--- config.mk ---
export PLATFORM = sky130hd
export DESIGN_NAME = seq_muldiv
export DESIGN_NICKNAME = d
export VERILOG_FILES = /design/src/rtl/muldiv_pkg.sv /design/src/rtl/div_step.sv /design/src/rtl/seq_muldiv.sv
export SDC_FILE = /design/constraint.sdc
export NUM_CORES = 1
export LEC_CHECK = 0
export BUFFER_PORTS_ARGS = -buffer_cell sky130_fd_sc_hd__buf_4
export CAP_MARGIN = 20
export CORE_MARGIN = 3
export CORE_UTILIZATION = 40
export DETAILED_ROUTE_END_ITERATION = 10
export MAX_ROUTING_LAYER = met4
export PLACE_DENSITY_LB_ADDON = 0.15
export SLEW_MARGIN = 20
export SYNTH_ARGS = -nofsm -noshare
export SYNTH_HDL_FRONTEND = slang
export SYNTH_SLANG_ARGS = --single-unit
--- constraint.sdc ---
create_clock -name clk -period 5.8 [get_ports clk]
set_input_delay 0.87 -clock clk [delete_from_list [all_inputs] [get_ports clk]]
set_output_delay 0.87 -clock clk [all_outputs]
set_load 0.02 [all_outputs]
--- src/rtl/muldiv_pkg.sv ---
// Shared constants, op encodings and state type for the iterative multiply/divide unit.
package muldiv_pkg;

   localparam int MD_WIDTH = 32;
   localparam int MD_ITER  = 32;
   localparam int CNT_W    = 6;

   localparam logic OP_MULT = 1'b0;
   localparam logic OP_DIV  = 1'b1;

   typedef enum logic [1:0] {
      IDLE   = 2'd0,
      MULT   = 2'd1,
      DIV    = 2'd2,
      FINISH = 2'd3
   } state_t;

   // Two's-complement negate when neg is set; 0x80000000 maps to itself, which is its unsigned magnitude.
   function automatic logic [MD_WIDTH-1:0] cond_neg(input logic [MD_WIDTH-1:0] v, input logic neg);
      return neg ? (~v + 1'b1) : v;
   endfunction

endpackage

--- src/rtl/div_step.sv ---
// One combinational restoring-division step on unsigned magnitudes.
module div_step #(
   parameter int WIDTH = 32
) (
   input  logic [WIDTH-1:0] i_rem,
   input  logic [WIDTH-1:0] i_quot,
   input  logic [WIDTH-1:0] i_divisor,
   output logic [WIDTH:0]   o_rem,
   output logic [WIDTH-1:0] o_quot
);

   logic [WIDTH:0] w_shift;
   logic [WIDTH:0] w_trial;
   logic           w_fits;

   // The shifted partial remainder needs one extra bit because it can reach 2*divisor-1.
   assign w_shift = {i_rem, i_quot[WIDTH-1]};
   assign w_trial = w_shift - {1'b0, i_divisor};
   assign w_fits  = (w_shift >= {1'b0, i_divisor});

   always_comb begin
      o_rem  = w_shift;
      o_quot = {i_quot[WIDTH-2:0], 1'b0};
      if (w_fits) begin
         o_rem  = w_trial;
         o_quot = {i_quot[WIDTH-2:0], 1'b1};
      end
   end

endmodule

--- src/rtl/seq_muldiv.sv ---
// Iterative signed MULT (radix-2 Booth) / DIV (restoring, sign fix-up) unit driving Hi/Lo.
module seq_muldiv
   import muldiv_pkg::*;
#(
   parameter int WIDTH = MD_WIDTH,
   parameter int ITER  = MD_ITER
) (
   input  logic             clk,
   input  logic             reset,
   input  logic             start,
   input  logic             op,
   input  logic [WIDTH-1:0] a,
   input  logic [WIDTH-1:0] b,
   output logic             busy,
   output logic             done,
   output logic [WIDTH-1:0] hi,
   output logic [WIDTH-1:0] lo,
   output logic             div_zero
);

   state_t              r_state;
   state_t              w_state_nxt;
   logic [CNT_W-1:0]    r_cnt;
   logic                r_op;
   logic signed [WIDTH:0] r_acc;
   logic [WIDTH-1:0]    r_q;
   logic                r_qm1;
   logic [WIDTH-1:0]    r_b;
   logic                r_neg_q;
   logic                r_neg_r;
   logic                r_done;
   logic                r_dz;
   logic [WIDTH-1:0]    r_hi;
   logic [WIDTH-1:0]    r_lo;

   logic signed [WIDTH:0] w_b_ext;
   logic signed [WIDTH:0] w_sum;
   logic [WIDTH:0]      w_rem_nxt;
   logic [WIDTH-1:0]    w_quot_nxt;
   logic                w_last;

   assign busy     = (r_state != IDLE);
   assign done     = r_done;
   assign hi       = r_hi;
   assign lo       = r_lo;
   assign div_zero = r_dz;

   assign w_last  = (r_cnt == CNT_W'(ITER - 1));
   // Booth accumulator is one bit wider so that subtracting 0x80000000 cannot overflow.
   assign w_b_ext = {r_b[WIDTH-1], r_b};

   always_comb begin
      w_sum = r_acc;
      case ({r_q[0], r_qm1})
         2'b01:   w_sum = r_acc + w_b_ext;
         2'b10:   w_sum = r_acc - w_b_ext;
         default: w_sum = r_acc;
      endcase
   end

   div_step #(.WIDTH(WIDTH)) u_div_step (
      .i_rem     (r_acc[WIDTH-1:0]),
      .i_quot    (r_q),
      .i_divisor (r_b),
      .o_rem     (w_rem_nxt),
      .o_quot    (w_quot_nxt)
   );

   always_comb begin
      w_state_nxt = r_state;
      case (r_state)
         IDLE: begin
            if (start) begin
               if (op == OP_MULT)  w_state_nxt = MULT;
               else if (b == '0)   w_state_nxt = FINISH;
               else                w_state_nxt = DIV;
            end
         end
         MULT:    if (w_last) w_state_nxt = FINISH;
         DIV:     if (w_last) w_state_nxt = FINISH;
         FINISH:  w_state_nxt = IDLE;
         default: w_state_nxt = IDLE;
      endcase
   end

   always_ff @(posedge clk or negedge reset) begin
      if (!reset) begin
         r_state <= IDLE;
         r_cnt   <= '0;
         r_op    <= OP_MULT;
         r_acc   <= '0;
         r_q     <= '0;
         r_qm1   <= 1'b0;
         r_b     <= '0;
         r_neg_q <= 1'b0;
         r_neg_r <= 1'b0;
         r_done  <= 1'b0;
         r_dz    <= 1'b0;
         r_hi    <= '0;
         r_lo    <= '0;
      end else begin
         r_state <= w_state_nxt;
         r_done  <= 1'b0;
         case (r_state)
            IDLE: begin
               if (start) begin
                  r_op  <= op;
                  r_cnt <= '0;
                  r_acc <= '0;
                  r_qm1 <= 1'b0;
                  r_dz  <= 1'b0;
                  if (op == OP_MULT) begin
                     r_q <= a;
                     r_b <= b;
                  end else begin
                     r_q     <= cond_neg(a, a[WIDTH-1]);
                     r_b     <= cond_neg(b, b[WIDTH-1]);
                     r_neg_q <= a[WIDTH-1] ^ b[WIDTH-1];
                     r_neg_r <= a[WIDTH-1];
                  end
               end
            end
            MULT: begin
               r_acc <= {w_sum[WIDTH], w_sum[WIDTH:1]};
               r_q   <= {w_sum[0], r_q[WIDTH-1:1]};
               r_qm1 <= r_q[0];
               r_cnt <= r_cnt + 1'b1;
            end
            DIV: begin
               r_acc <= w_rem_nxt;
               r_q   <= w_quot_nxt;
               r_cnt <= r_cnt + 1'b1;
            end
            FINISH: begin
               r_done <= 1'b1;
               if (r_op == OP_MULT) begin
                  r_hi <= r_acc[WIDTH-1:0];
                  r_lo <= r_q;
               end else if (r_b == '0) begin
                  // A zero divisor magnitude means the divide was never run; Hi/Lo keep the old result.
                  r_dz <= 1'b1;
               end else begin
                  r_lo <= cond_neg(r_q, r_neg_q);
                  r_hi <= cond_neg(r_acc[WIDTH-1:0], r_neg_r);
               end
            end
            default: ;
         endcase
      end
   end

endmodule

Yosys cells after proc, flatten, opt, wreduce, memory -nomap -nowiden:

Cells that the tools add are included.

* flip-flop bits (word level): 175

* $lt $le $gt $ge: 1
* muxes and demuxes: 30
* $add $sub $neg: 8
* reductions and logical operators: 17
* bitwise logic cells: 5
* equal/unequal tests: 11

Operators by type and width (number)
* 2-to-1 mux 32 bit: 11
* adder 32 x 1 -> 32 bit (second input constant): 4
* NOT 32 bit: 4
* case mux 33 bit (3 select lines): 1
* case mux 32 bit (3 select lines): 1
* 2-to-1 mux 33 bit: 2
* case mux 33 bit (2 select lines): 1
* subtractor 33 x 32 -> 33 bit: 2
* logical NOT 32 bit: 2
* adder 33 x 32 -> 33 bit: 1
* >= comparator 33 x 32 -> 1 bit: 1
* case mux 6 bit (2 select lines): 1
* AND reduction 2 bit: 6
* != test 2 bit (second input constant): 4
* nonzero test 2 bit: 4
* adder 6 x 1 -> 6 bit (second input constant): 1
* equality test 2 bit (second input constant): 3
* equality test 6 x 5 -> 1 bit (second input constant): 1
* 2-to-1 mux 1 bit: 6
* 2-to-1 mux 2 bit: 3
* 2-to-1 mux 6 bit: 1
* case mux 2 bit (3 select lines): 1
* equality test 2 x 1 -> 1 bit (second input constant): 2
* case mux 1 bit (2 select lines): 2
* other kinds (7): 7

Depth between registers and ports, before layout:

Gate-level depths: netlist (run 1).

* word-level depth: 6
* gate-level depth with buffers: 19
* mapped depth without buffers: 18

Cells and area by module:

A second synthesis (run 1) with hierarchy kept.

* cells, all modules: 1902
* area, all modules: 14979.4 sq um

Modules (own cells, without submodules)
* seq_muldiv: cells each 1505, seq. area each 4379.2 sq um, area an instance 12326.8 sq um, times used 1
* div_step: cells each 397, seq. area each 0.0 sq um, area an instance 2652.5 sq um, times used 1

Least setup slack after synthesis (run 1):

OpenSTA, ideal clock, no wires.

* path type: register to register
* start point: reg r_b[1]
* end point: reg r_acc[28]
* setup slack: 1.370 ns
* arrival time: 4.298 ns
* setup time: 0.131 ns
* data required time: 5.669 ns
* period minus slack after synthesis: 4.430 ns
* stages on the path, launching flop included: 17
* path buffers: 0
* cell sequence: dfrtp_1 inv_1 ha_1 or3b_1 or4_1 o21bai_1 xnor2_1 ha_1 a21o_1 a211o_1 a211o_1 a31o_2 a221o_1 a41oi_1 o21ai_0 nor4b_1 or3_1

* cells in the longest elaborated chain, start to end: 3
* elaborated cells on any way between the ends: 7

Ends and longest elaborated chain
* from (decl): RTL line seq_muldiv.sv:28 `logic [WIDTH-1:0] r_b;`
* from (signal assigned): RTL line seq_muldiv.sv:117 `r_b <= cond_neg(b, b[WIDTH-1]);`
* subtractor 33 x 32 -> 33 bit (tied with other cells): RTL line seq_muldiv.sv:56 `2'b10: w_sum = r_acc - w_b_ext;`
* case mux 33 bit (2 select lines) or 2-to-1 mux 33 bit (tied branches): RTL line seq_muldiv.sv:54, div_step.sv:24
* case mux 33 bit (3 select lines) *: RTL line seq_muldiv.sv:104 `case (r_state)`
* to (signal assigned): RTL line seq_muldiv.sv:124 `r_acc <= {w_sum[WIDTH], w_sum[WIDTH:1]};`
* to (signal assigned): RTL line seq_muldiv.sv:130 `r_acc <= w_rem_nxt;`
* to (decl): RTL line seq_muldiv.sv:25 `logic signed [WIDTH:0] r_acc;`

Every way passes the cells marked *; elsewhere a longest branch is shown, timed or not.
A chain may end at the register's enable or synchronous reset.

Worst setup path after layout (run 1):

Ends and elaborated chain as after synthesis.

==> impl.org, run 1 <==
** Run status
- Status :: complete, no violations

** Critical path
- Worst reg2reg endpoint :: r_acc[28]$_DFFE_PN0P_
- Max stage delay cell, worst path :: sky130_fd_sc_hd__or4_1
- Worst Setup Path Type :: reg -> reg
- Req. time, crit path :: 6.12 ns
- Buf+Inv Stages, Crit Path :: 1
- For the worst flop-to-flop path, the logic depth is 16.
- Crit path arrival time :: around 5.2 ns
- Of all nets on the critical path, the largest fanout is 5.
- The largest single stage delay on the critical path is between 0.5 and 0.6 ns.
- FF-to-FF Start :: r_b[1]$_DFFE_PN0P_
- Walking the worst path, the cells encountered are inv_1 > ha_1 > or3b_1 > or4_1 > o21bai_1 > xnor2_1 > ha_1 > a21o_1 > a211o_1 > a211o_1 > a31o_2 > a221o_1 > a41oi_1 > o21ai_0 > nor4b_1 > or3_1.
- Reg-to-reg setup timing slack :: 0.91 ns
- Kind of cell with the highest combined delay on the critical path :: compound AO/OA/AOI/OAI gates
- Setup crit end kind :: flip-flop
- Counting buffers and inverters, the worst setup path is 16 cells deep.
- Startpoint class of the critical path :: flip-flop

** Place
- Weighted congestion reported at the end of routability-driven placement :: roughly 0.9
- In this run the cell area measured after placement is approximately 16000 µm².
- Dpl ws :: roughly 0.9 ns
- The count of buffers added on input and output ports is between 100 and 150.
- HPWL after detailed placement :: roughly 33000 µm

** STA
- Final setup violating endpoints :: 0
- In the finished design, the share of the clock period the worst path needs comes to 0.8437.
- For the pin with the worst max-slew slack, the measured transition is ~0.99 ns.
- Count of final hold-check violations :: 0
- Fin worst setup slack :: about 0.91 ns
- Headroom to the max-slew limit came out at 0.3407.
- Sum of negative setup slack :: 0 ns
- The worst path needs 4.894 ns of the cycle, external delays included.
- Worst setup skew after layout :: roughly 0.015 ns
- Based on the critical path, the design can be clocked at up to between 200 and 250 MHz.
- Unrepaired setup endpoints after global routing :: false
- Pins over their slew limit :: 0

** Final layout
- Compared with the post-synthesis result, the final layout area differs by 13.10%.
- 0 antenna diodes ended up in the layout.
- Layout cell share with drive strength beyond 1 :: 0.1062
- Net count of the finished layout :: about 2000
- Post-layout instance area :: approximately 16000 µm²
- Highest-count cells in the layout ignoring fill and taps :: 234 x sky130_fd_sc_hd__nand2_1, 202 x sky130_fd_sc_hd__o21ai_0, 175 x sky130_fd_sc_hd__dfrtp_1, 149 x sky130_fd_sc_hd__buf_4, 144 x sky130_fd_sc_hd__nor2_1
- Most common cell after layout, fill and taps aside :: sky130_fd_sc_hd__nand2_1
- Fill cells in the final layout number 3507.

** Synthesis
- Counting flops and latches in the post-synthesis netlist gives 175.
- Library cells used by synthesis :: 78
- The Yosys step of the flow raised 0 warnings.
- Post-synth EDFFs :: 0
- The synthesized netlist occupies a cell area of between 10000 and 15000 µm².
- Of the synthesized area, sequential elements account for 0.3059.
- Syn avg cell area :: a little under 8 µm²
- Post-synthesis async set-or-reset flop share :: 1.000
- Synthesis produced a netlist with a net count of 1949.
- Syn Inst Count :: 1804
- The most used flip-flop cell after synthesis is sky130_fd_sc_hd__dfrtp_1.

** Power
- After layout, the design draws a total of 11.46 mW.
- Areal power density over the cells :: 707.8 nW/µm²
- VDD sags by at most 314.6 µV.
- In this run the static leakage power is 7.057 nW.

** Detailed routing
- Highest routed metal layer :: met4
- The detailed router put a total of between 20000 and 25000 µm of wire on met1.
- Summed over all nets, wire length on met3 after detailed routing comes to approximately 2400 µm.
- Iteration-0 DRC Markers :: roughly 950
- After detailed routing, the number of remaining DRC violations is 0.
- The routed design uses between 15000 and 20000 µm of met2 wire.
- Routed Antenna Nets :: 0
- Final Routed Wirelength :: around 43000 µm
- Total iterations of the first detailed-routing run :: 5
- Using the TritonRoute via totals, the vias-per-cell ratio works out to approximately 5.7.
- In the final routed layout, each cell accounts on average for between 15 and 20 µm.
- Number of vias in the routed layout :: between 10000 and 15000

** Worst hold path
- The min-delay analysis places its worst path in the category in -> async.

** Job
- The tool flagged a number of max-cap violations equal to 0.

** Clock network
- At the later pin of the worst-skew pair, clock insertion delay measures 0.45 ns.
- Cts bufs inserted :: 17
- For this design, the sink count on the clock tree is 175.
- Count of hold-fix buffers inserted at cts :: 0
- Post-cts repair resize count :: 0
- Root buffer cell :: sky130_fd_sc_hd__clkbuf_16
- TritonCTS clock tree :: done
- In this run the post-CTS setup repair buffer count came out at 0.
- In this run the deepest clock path goes through 2 buffers.
- After clock tree synthesis, the clock-pin slew on the worst setup and hold paths is roughly 0.080 ns.
- CTS built an H-tree with a depth of 4.

** Global route
- The number of global-route vias before repair was around 13000.
- All-Layer GR Usage :: 0.2301
- Antenna violations before repair :: 1
- Summed over all layers, the global routing overflow is 0.
- Maximum number of pins on one net before global-route repair :: 83
- Global-route wire length before repair :: ~70000 µm

** Floorplanning
- Row generation in the floorplan step produced around 70 rows.
- The die is between 150 and 200 µm tall.
- The die covers between 30000 and 40000 µm².
- Chip width :: between 150 and 200 µm
- Number of I/O pins :: roughly 140
- Starting utilization of the core area :: 0.4103
- The total area inside the core boundary comes to approximately 35000 µm².
[worst max-delay path by stage]
stage / startpoint / endpoint / slack, ns
2_1_floorplan: r_b[1]$_DFFE_PN0P_ / r_acc[28]$_DFFE_PN0P_ / 1.37
3_3_place_gp: r_b[1]$_DFFE_PN0P_ / r_acc[28]$_DFFE_PN0P_ / 0.98
3_5_place_dp: r_b[1]$_DFFE_PN0P_ / r_acc[28]$_DFFE_PN0P_ / 0.90
4_1_cts: r_b[1]$_DFFE_PN0P_ / r_acc[28]$_DFFE_PN0P_ / 0.88
5_1_grt: r_b[1]$_DFFE_PN0P_ / r_acc[25]$_DFFE_PN0P_ / 0.55
6_report: r_b[1]$_DFFE_PN0P_ / r_acc[28]$_DFFE_PN0P_ / 0.91
[cells by family (layout without fill, tap and decap cells)]
logic type,count (synthesis),after routing,synth area share
AOI/OAI and AO/OA,579,579,0.2544
xor gates and xnor gates,203,203,0.1242
adders and majority gates,77,77,0.06836
buffers and inverters,177,246,0.04878
DFF,175,175,0.3059
muxes,18,18,0.01364
and+or+nand+nor,575,575,0.1847
[state kept, by name, indices dropped and copies added (netlist names)]
name	flops
r_cnt	6
r_op	1
r_state	2
div_zero	1
r_neg_r	1
hi	32
r_qm1	1
r_q	32
done	1
lo	32
r_acc	33
r_neg_q	1
r_b	32
[worst reg2reg max path: cells and delay by family (launching register included)]
kind	cells	cell delay (ns)
XOR/XNOR	1	0.14
flip-flops	1	0.41
adder cells (fa/ha/maj)	2	0.49
AND/OR/NAND/NOR	4	1.53
buffers and inverters	1	0.13
AO/OA/AOI/OAI	8	2.06
[per-stage QoR]
step / utilization / instances / hold slack, ns
after floorplan: - / 1804 / 0.4640
after global placement: 0.4465 / 2295 / 0.4624
after detailed placement: 0.4465 / 2295 / 0.4717
after CTS: 0.4635 / 2327 / 0.4873
after global routing: 0.4641 / 2328 / 0.4999
final: 0.4641 / 2328 / 0.4680
[layout make-up]
cell class / instances / area (µm²) / share of cell area
Sequential cell: 175 / 4379 / 0.2705
Clock inverter: 15 / 167.7 / 0.01036
Timing Repair Buffer: 151 / 1150 / 0.07103
Inverter: 63 / 236.5 / 0.01461
Multi-Input combinational cell: 1452 / 9261 / 0.5721
Clock buffer: 17 / 425.4 / 0.02628
Tap cell: 455 / 569.3 / 0.03516
[Yosys cell counts, types with 6 or more instances]
cell type	number	area share
sky130_fd_sc_hd__nor4_1	20	0.0087
sky130_fd_sc_hd__and2_1	11	0.0048
sky130_fd_sc_hd__buf_1	10	0.0026
sky130_fd_sc_hd__xnor2_1	129	0.079
sky130_fd_sc_hd__o221ai_1	9	0.0055
sky130_fd_sc_hd__nand3_1	27	0.0094
sky130_fd_sc_hd__nor3b_1	6	0.0031
sky130_fd_sc_hd__or3_1	13	0.0057
sky130_fd_sc_hd__xor2_1	74	0.045
sky130_fd_sc_hd__nor2b_1	9	0.0039
sky130_fd_sc_hd__nand2b_1	17	0.0074
sky130_fd_sc_hd__o21ai_0	202	0.071
sky130_fd_sc_hd__o41ai_1	14	0.0086
sky130_fd_sc_hd__or4_1	11	0.0058
sky130_fd_sc_hd__clkbuf_1	92	0.024
sky130_fd_sc_hd__o211ai_1	8	0.0042
sky130_fd_sc_hd__ha_1	75	0.066
sky130_fd_sc_hd__and3_1	15	0.0066
sky130_fd_sc_hd__nand2_1	235	0.062
sky130_fd_sc_hd__a21oi_1	125	0.044
sky130_fd_sc_hd__dfrtp_1	175	0.31
sky130_fd_sc_hd__nor2_1	144	0.038
sky130_fd_sc_hd__nor3_1	36	0.013
sky130_fd_sc_hd__a221oi_1	31	0.019
sky130_fd_sc_hd__a31oi_1	30	0.013
sky130_fd_sc_hd__a21o_1	29	0.015
sky130_fd_sc_hd__inv_1	62	0.016
sky130_fd_sc_hd__a22oi_1	21	0.011
sky130_fd_sc_hd__nand4_1	13	0.0057
sky130_fd_sc_hd__buf_2	8	0.0028
sky130_fd_sc_hd__a222oi_1	8	0.0056
sky130_fd_sc_hd__o21a_1	6	0.0031
sky130_fd_sc_hd__o31ai_1	46	0.024
sky130_fd_sc_hd__mux2i_1	15	0.010
[power breakdown]
group          total, mW  switching, mW  internal (mW)
clock               1.20          0.588          0.617
sequential          2.49          0.731           1.76
combinational       7.76           4.71           3.05
[routing by layer]
metal	vias to the layer above	global-route usage
met5	-	-
li1	6603	-
met4	0	0.04727
met2	374	0.3499
met1	6237	0.3295
met3	31	0.03140
(Power assumes the default switching activity.)
==> inputs of run 2 (changes only) <==
ABC_AREA = 1   (was not set)
clock period = 4.65 ns   (was 5.8 ns; I/O delays follow)
==> run 2 against run 1 <==
Effect of this change: largest power group unchanged; maximum frequency grew 35%; clock skew shrank 0.0056 ns; power grew 37%; count of clock-buffer cells in the layout grew 1; combinational power grew 42%; worst setup slack gained 0.11 ns.
==> impl.org, run 2 <==
** STA
- The final setup violation count is 0 (unchanged).
- The summed negative setup slack over all endpoints came to 0 ns (unchanged).
- Count of final hold-check violations :: 0 (unchanged)
- The post-route clock skew was 0.009507 ns (was 0.01514 ns).
- Slew at the pin closest to its max-slew limit :: 1.091 ns (was 0.9862 ns)
- Tightest slew margin relative to the limit :: 0.2729 (was 0.3407)
- The number of pins with negative max-slew slack in the final report came to 0 (unchanged).
- The worst setup slack after layout came to 1.013 ns (was 0.9065 ns).
- Tightest hold margin :: 0.2021 ns (was 0.4680 ns)
- Unrepaired setup endpoints after global routing: false (unchanged).
- Min cycle time layout :: 3.637 ns (was 4.894 ns)
- Achievable frequency :: 274.9 MHz (was 204.4 MHz)
- Period utilisation layout :: 0.7822 (was 0.8437)

** Detailed routing
- The post-detailed-route count of antenna-violating nets came to 0 (unchanged).
- The first-pass detailed-route iteration total was 5 (unchanged).
- The number of vias in the routed layout was 17590 (was 13250).
- DRC errors left :: 0 (unchanged)
- Iteration-0 DRC Markers :: 1745 (was 946)
- Avg Vias per Cell :: 5.410 (was 5.689)
- Wire length per cell :: 19.50 µm (was 18.44 µm)
- Final Routed Wirelength :: 63390 µm (was 42930 µm)

** Run status
- Status :: complete, no violations (unchanged)

** Final layout
- The most frequent standard cell in the layout excluding fill and tap cells was sky130_fd_sc_hd__nand2_1 (unchanged).
- Net count of the finished layout :: 2859 (was 2005)
- The share of final-layout standard cells stronger than drive strength 1 came to 0.09574 (was 0.1062).
- Highest-count cells in the layout ignoring fill and taps: 774 x sky130_fd_sc_hd__nand2_1, 316 x sky130_fd_sc_hd__inv_1, 238 x sky130_fd_sc_hd__nor2_1, 220 x sky130_fd_sc_hd__nand3_1, 175 x sky130_fd_sc_hd__dfrtp_1 (was 234 x sky130_fd_sc_hd__nand2_1, 202 x sky130_fd_sc_hd__o21ai_0, 175 x sky130_fd_sc_hd__dfrtp_1, 149 x sky130_fd_sc_hd__buf_4, 144 x sky130_fd_sc_hd__nor2_1).
- The total inserted antenna cells was 0 (unchanged).
- The final cell utilization of the core came to 0.4620 (was 0.4641).
- The synthesis-to-finish area growth was 12.45% (was 13.10%).
- Max FFs per register :: 33 (unchanged)
- The register name with the most flops was r_acc (unchanged).
- The number of fillers in the final layout came to 4319 (was 3507).

** Synthesis
- Netlist Area Pre-Place :: 16590 µm² (was 14310 µm²)
- Post-synthesis async set-or-reset flop share :: 1.000 (unchanged)
- Sequential element share of the synthesized area :: 0.2640 (was 0.3059)
- Post-synthesis register bit count :: 175 (unchanged)
- Most frequent cell after synthesis :: sky130_fd_sc_hd__nand2_1 (unchanged)
- Cells taking the most area after synthesis :: sky130_fd_sc_hd__dfrtp_1 26%, sky130_fd_sc_hd__nand2_1 18%, sky130_fd_sc_hd__inv_1 7.2% (was sky130_fd_sc_hd__dfrtp_1 31%, sky130_fd_sc_hd__xnor2_1 7.9%, sky130_fd_sc_hd__o21ai_0 7.1%)
- The synthesized netlist cell count was 2626 (was 1804).
- The prevailing post-synth register cell was sky130_fd_sc_hd__dfrtp_1 (unchanged).
- The post-synthesis average cell area was 6.317 µm² (was 7.934 µm²).
- Library cells used by synthesis :: 61 (was 78)
- The number of warning messages in the yosys log came to 0 (unchanged).
- Post-synth EDFFs :: 0 (unchanged)
- Commonest cells in the synthesized netlist: 775 x sky130_fd_sc_hd__nand2_1, 317 x sky130_fd_sc_hd__inv_1, 240 x sky130_fd_sc_hd__nor2_1, 220 x sky130_fd_sc_hd__nand3_1, 175 x sky130_fd_sc_hd__dfrtp_1 (was 235 x sky130_fd_sc_hd__nand2_1, 202 x sky130_fd_sc_hd__o21ai_0, 175 x sky130_fd_sc_hd__dfrtp_1, 144 x sky130_fd_sc_hd__nor2_1, 129 x sky130_fd_sc_hd__xnor2_1).
- The synthesized net count was 2771 (was 1949).
- Cell type with the largest total area after synthesis :: sky130_fd_sc_hd__dfrtp_1 (unchanged)
- Fraction of post-synthesis cell area in the top cell type by area :: 0.2640 (was 0.3059)

** Clock network
- Root buffer cell :: sky130_fd_sc_hd__clkbuf_16 (unchanged)
- The number of buffers added to fix hold violations after cts came to 0 (unchanged).
- Clock network latency to the later pin of the worst-skew pair :: 0.50 ns (was 0.45 ns)
- Clock H-tree levels :: 4 (unchanged)
- The total clock buffers created by CTS came to 17 (unchanged).
- Buffer depth of the longest clock path :: 2 (unchanged)
- Post-cts repair resize count :: 0 (unchanged)
- CTS clock-pin slew for the worst setup and hold paths :: 0.08 ns (about the same)
- Sinks on Clock Net :: 175 (unchanged)
- TritonCTS clock tree :: done (unchanged)
- Post-CTS Setup Repair Bufs :: 0 (unchanged)

** Critical path
- The worst-case reg-to-reg path depth was 18 (was 16).
- The largest fanout on the critical path came to 21 (was 5).
- The class of the most critical setup path is reg -> reg (unchanged).
- Worst-path cell chain :: ha_1 > inv_1 > nand2_1 > xor2_1 > inv_1 > ha_1 > a21oi_1 > nand2_1 > a21oi_1 > o21ai_0 > nand3_1 > nand2_1 > nand2_1 > nand3_1 > nand2_1 > nand2_1 > nand2_1 > nand2_1 (was inv_1 > ha_1 > or3b_1 > or4_1 > o21bai_1 > xnor2_1 > ha_1 > a21o_1 > a211o_1 > a211o_1 > a31o_2 > a221o_1 > a41oi_1 > o21ai_0 > nor4b_1 > or3_1)
- The capture instance of the worst register-to-register path is r_acc[29]$_DFFE_PN0P_ (was r_acc[28]$_DFFE_PN0P_).
- Crit path arrival time :: 4.03 ns (was 5.22 ns)
- The slowest stage cell on the critical path is sky130_fd_sc_hd__inv_1 (was sky130_fd_sc_hd__or4_1).
- The data required time of the critical path was 5.04 ns (was 6.12 ns).
- Setup crit end kind :: flip-flop (unchanged)
- Delay of the slowest critical-path stage :: 0.50 ns (was 0.58 ns)
- FF-to-FF Start :: r_q[0]$_DFFE_PN0P_ (was r_b[1]$_DFFE_PN0P_)
- The register-to-register setup slack came to 1.01 ns (was 0.91 ns).
- By instance count, the cell type seen most on the critical path is sky130_fd_sc_hd__nand2_1.
- Startpoint class of the critical path :: flip-flop (unchanged)

** Job
- Max-cap viol count :: 0 (unchanged)

** Power
- The leakage power total is 9.507 nW (was 7.057 nW).
- The worst-case vdd ir drop came to 1456 µV (was 314.6 µV).
- The power per cell area was 838.9 nW/µm² (was 707.8 nW/µm²).

** Global route
- Via count of the first global-routing pass :: 16220 (was 12750)
- Maximum number of pins on one net before global-route repair :: 86 (was 83)
- The initial antenna violation count is 0 (was 1).
- Overflow left after global routing :: 0 (unchanged)
- All-Layer GR Usage :: 0.2966 (was 0.2301)
- Global-route wire length before repair :: 97090 µm (was 69330 µm)

** Place
- The HPWL reported at the end of detailed placement was 51070 µm (was 33270 µm).
- The weighted congestion at the end of routability-driven global placement was 0.9967 (was 0.8981).
- Input/output buffers :: 134 (unchanged)
- The setup slack at placement was 1.081 ns (was 0.9022 ns).

** Floorplanning
- Die Area :: 43950 µm² (was 38090 µm²)
- Num rows :: 73 (was 68)
- Chip width :: 209.6 µm (was 195.2 µm)
- Number of I/O pins :: 135 (unchanged)
- CORE AREA :: 40370 µm² (was 34880 µm²)
- Starting utilization of the core area :: 0.4109 (was 0.4103)
- Vertical extent of the die :: 209.6 µm (was 195.2 µm)

** Worst hold path
- The type of the worst min-delay path is in -> async (unchanged).
## run 2: cell types whose count changed in the layout (fill, tap and decap cells not counted), moves of 31 or more
cell                       previous run  this run
sky130_fd_sc_hd__a221oi_1            31         0
sky130_fd_sc_hd__inv_1               62       316
sky130_fd_sc_hd__nand2_1            234       774
sky130_fd_sc_hd__nand3_1             27       220
sky130_fd_sc_hd__nor2_1             144       238
sky130_fd_sc_hd__o21ai_0            202       165
sky130_fd_sc_hd__o31ai_1             46        11
sky130_fd_sc_hd__xnor2_1            129        25
## run 2: worst max-delay path by stage
stage | endpoint | cells past startpoint | slack, ns | from
floorplan | r_acc[27]$_DFFE_PN0P_ | 21 | 1.61 | r_q[0]$_DFFE_PN0P_
global placement | r_acc[19]$_DFFE_PN0P_ | 20 | 1.00 | r_q[0]$_DFFE_PN0P_
detailed placement | r_acc[31]$_DFFE_PN0P_ | 23 | 1.08 | r_b[1]$_DFFE_PN0P_
CTS | r_acc[31]$_DFFE_PN0P_ | 24 | 1.06 | r_b[1]$_DFFE_PN0P_
global route | r_acc[31]$_DFFE_PN0P_ | 24 | 0.58 | r_b[1]$_DFFE_PN0P_
finish | r_acc[29]$_DFFE_PN0P_ | 18 | 1.01 | r_q[0]$_DFFE_PN0P_
## run 2: layer usage
| metal | wire [µm] | vias up | GRT usage |
|---|---|---|---|
| met5 | 0 | - | - |
| met4 | 693 | 0 | 0.06212 |
| met3 | 5085 | 39 | 0.05411 |
| met2 | 25360 | 609 | 0.3979 |
| met1 | 32250 | 8197 | 0.4589 |
| li1 | - | 8744 | - |
## run 2: worst max-delay path, delay by kind of cell (launching register included)
kind | cells | cell delay [ns]
buf+inv | 2 | 0.58
compound gates | 3 | 0.86
xor+xnor | 1 | 0.21
fa+ha+maj | 2 | 0.56
flops | 1 | 0.42
simple gates | 10 | 0.87
## run 2: kinds of logic after synthesis
kind of cell | after synthesis | share of synthesized area
simple gates | 1373 | 0.3545
compound gates | 455 | 0.1551
buf+inv | 418 | 0.09972
flops | 175 | 0.2640
xor+xnor | 127 | 0.06706
fa+ha+maj | 77 | 0.05899
mux | 1 | 0.0006788
## run 2: area by class of cell
type                    count  area (µm²)  area share
clock inverters            13       196.4     0.01053
multi-input cells        2033       10570      0.5665
clock buffers              18       429.2     0.02301
flip-flops and latches    175        4379      0.2348
well taps                 525       656.9     0.03522
inverters                 333        1250     0.06701
repair buffers            154        1175     0.06299
## run 2: per-stage QoR
| step | power (mW) | cell area (µm²) | cells |
|---|---|---|---|
| final | 15.65 | 18650 | 3251 |
| after global routing | 17.10 | 18650 | 3251 |
| after CTS | 15.53 | 18650 | 3251 |
| after detailed placement | 13.87 | 18030 | 3220 |
| after global placement | 13.86 | 18030 | 3220 |
| after floorplan | 10.35 | 16590 | 2626 |
## run 2: power by group
part	leakage (nW)	internal [mW]	switching (mW)
sequential	2.21	2.19	0.821
combinational	7.00	3.49	7.54
clock	0.304	0.867	0.739
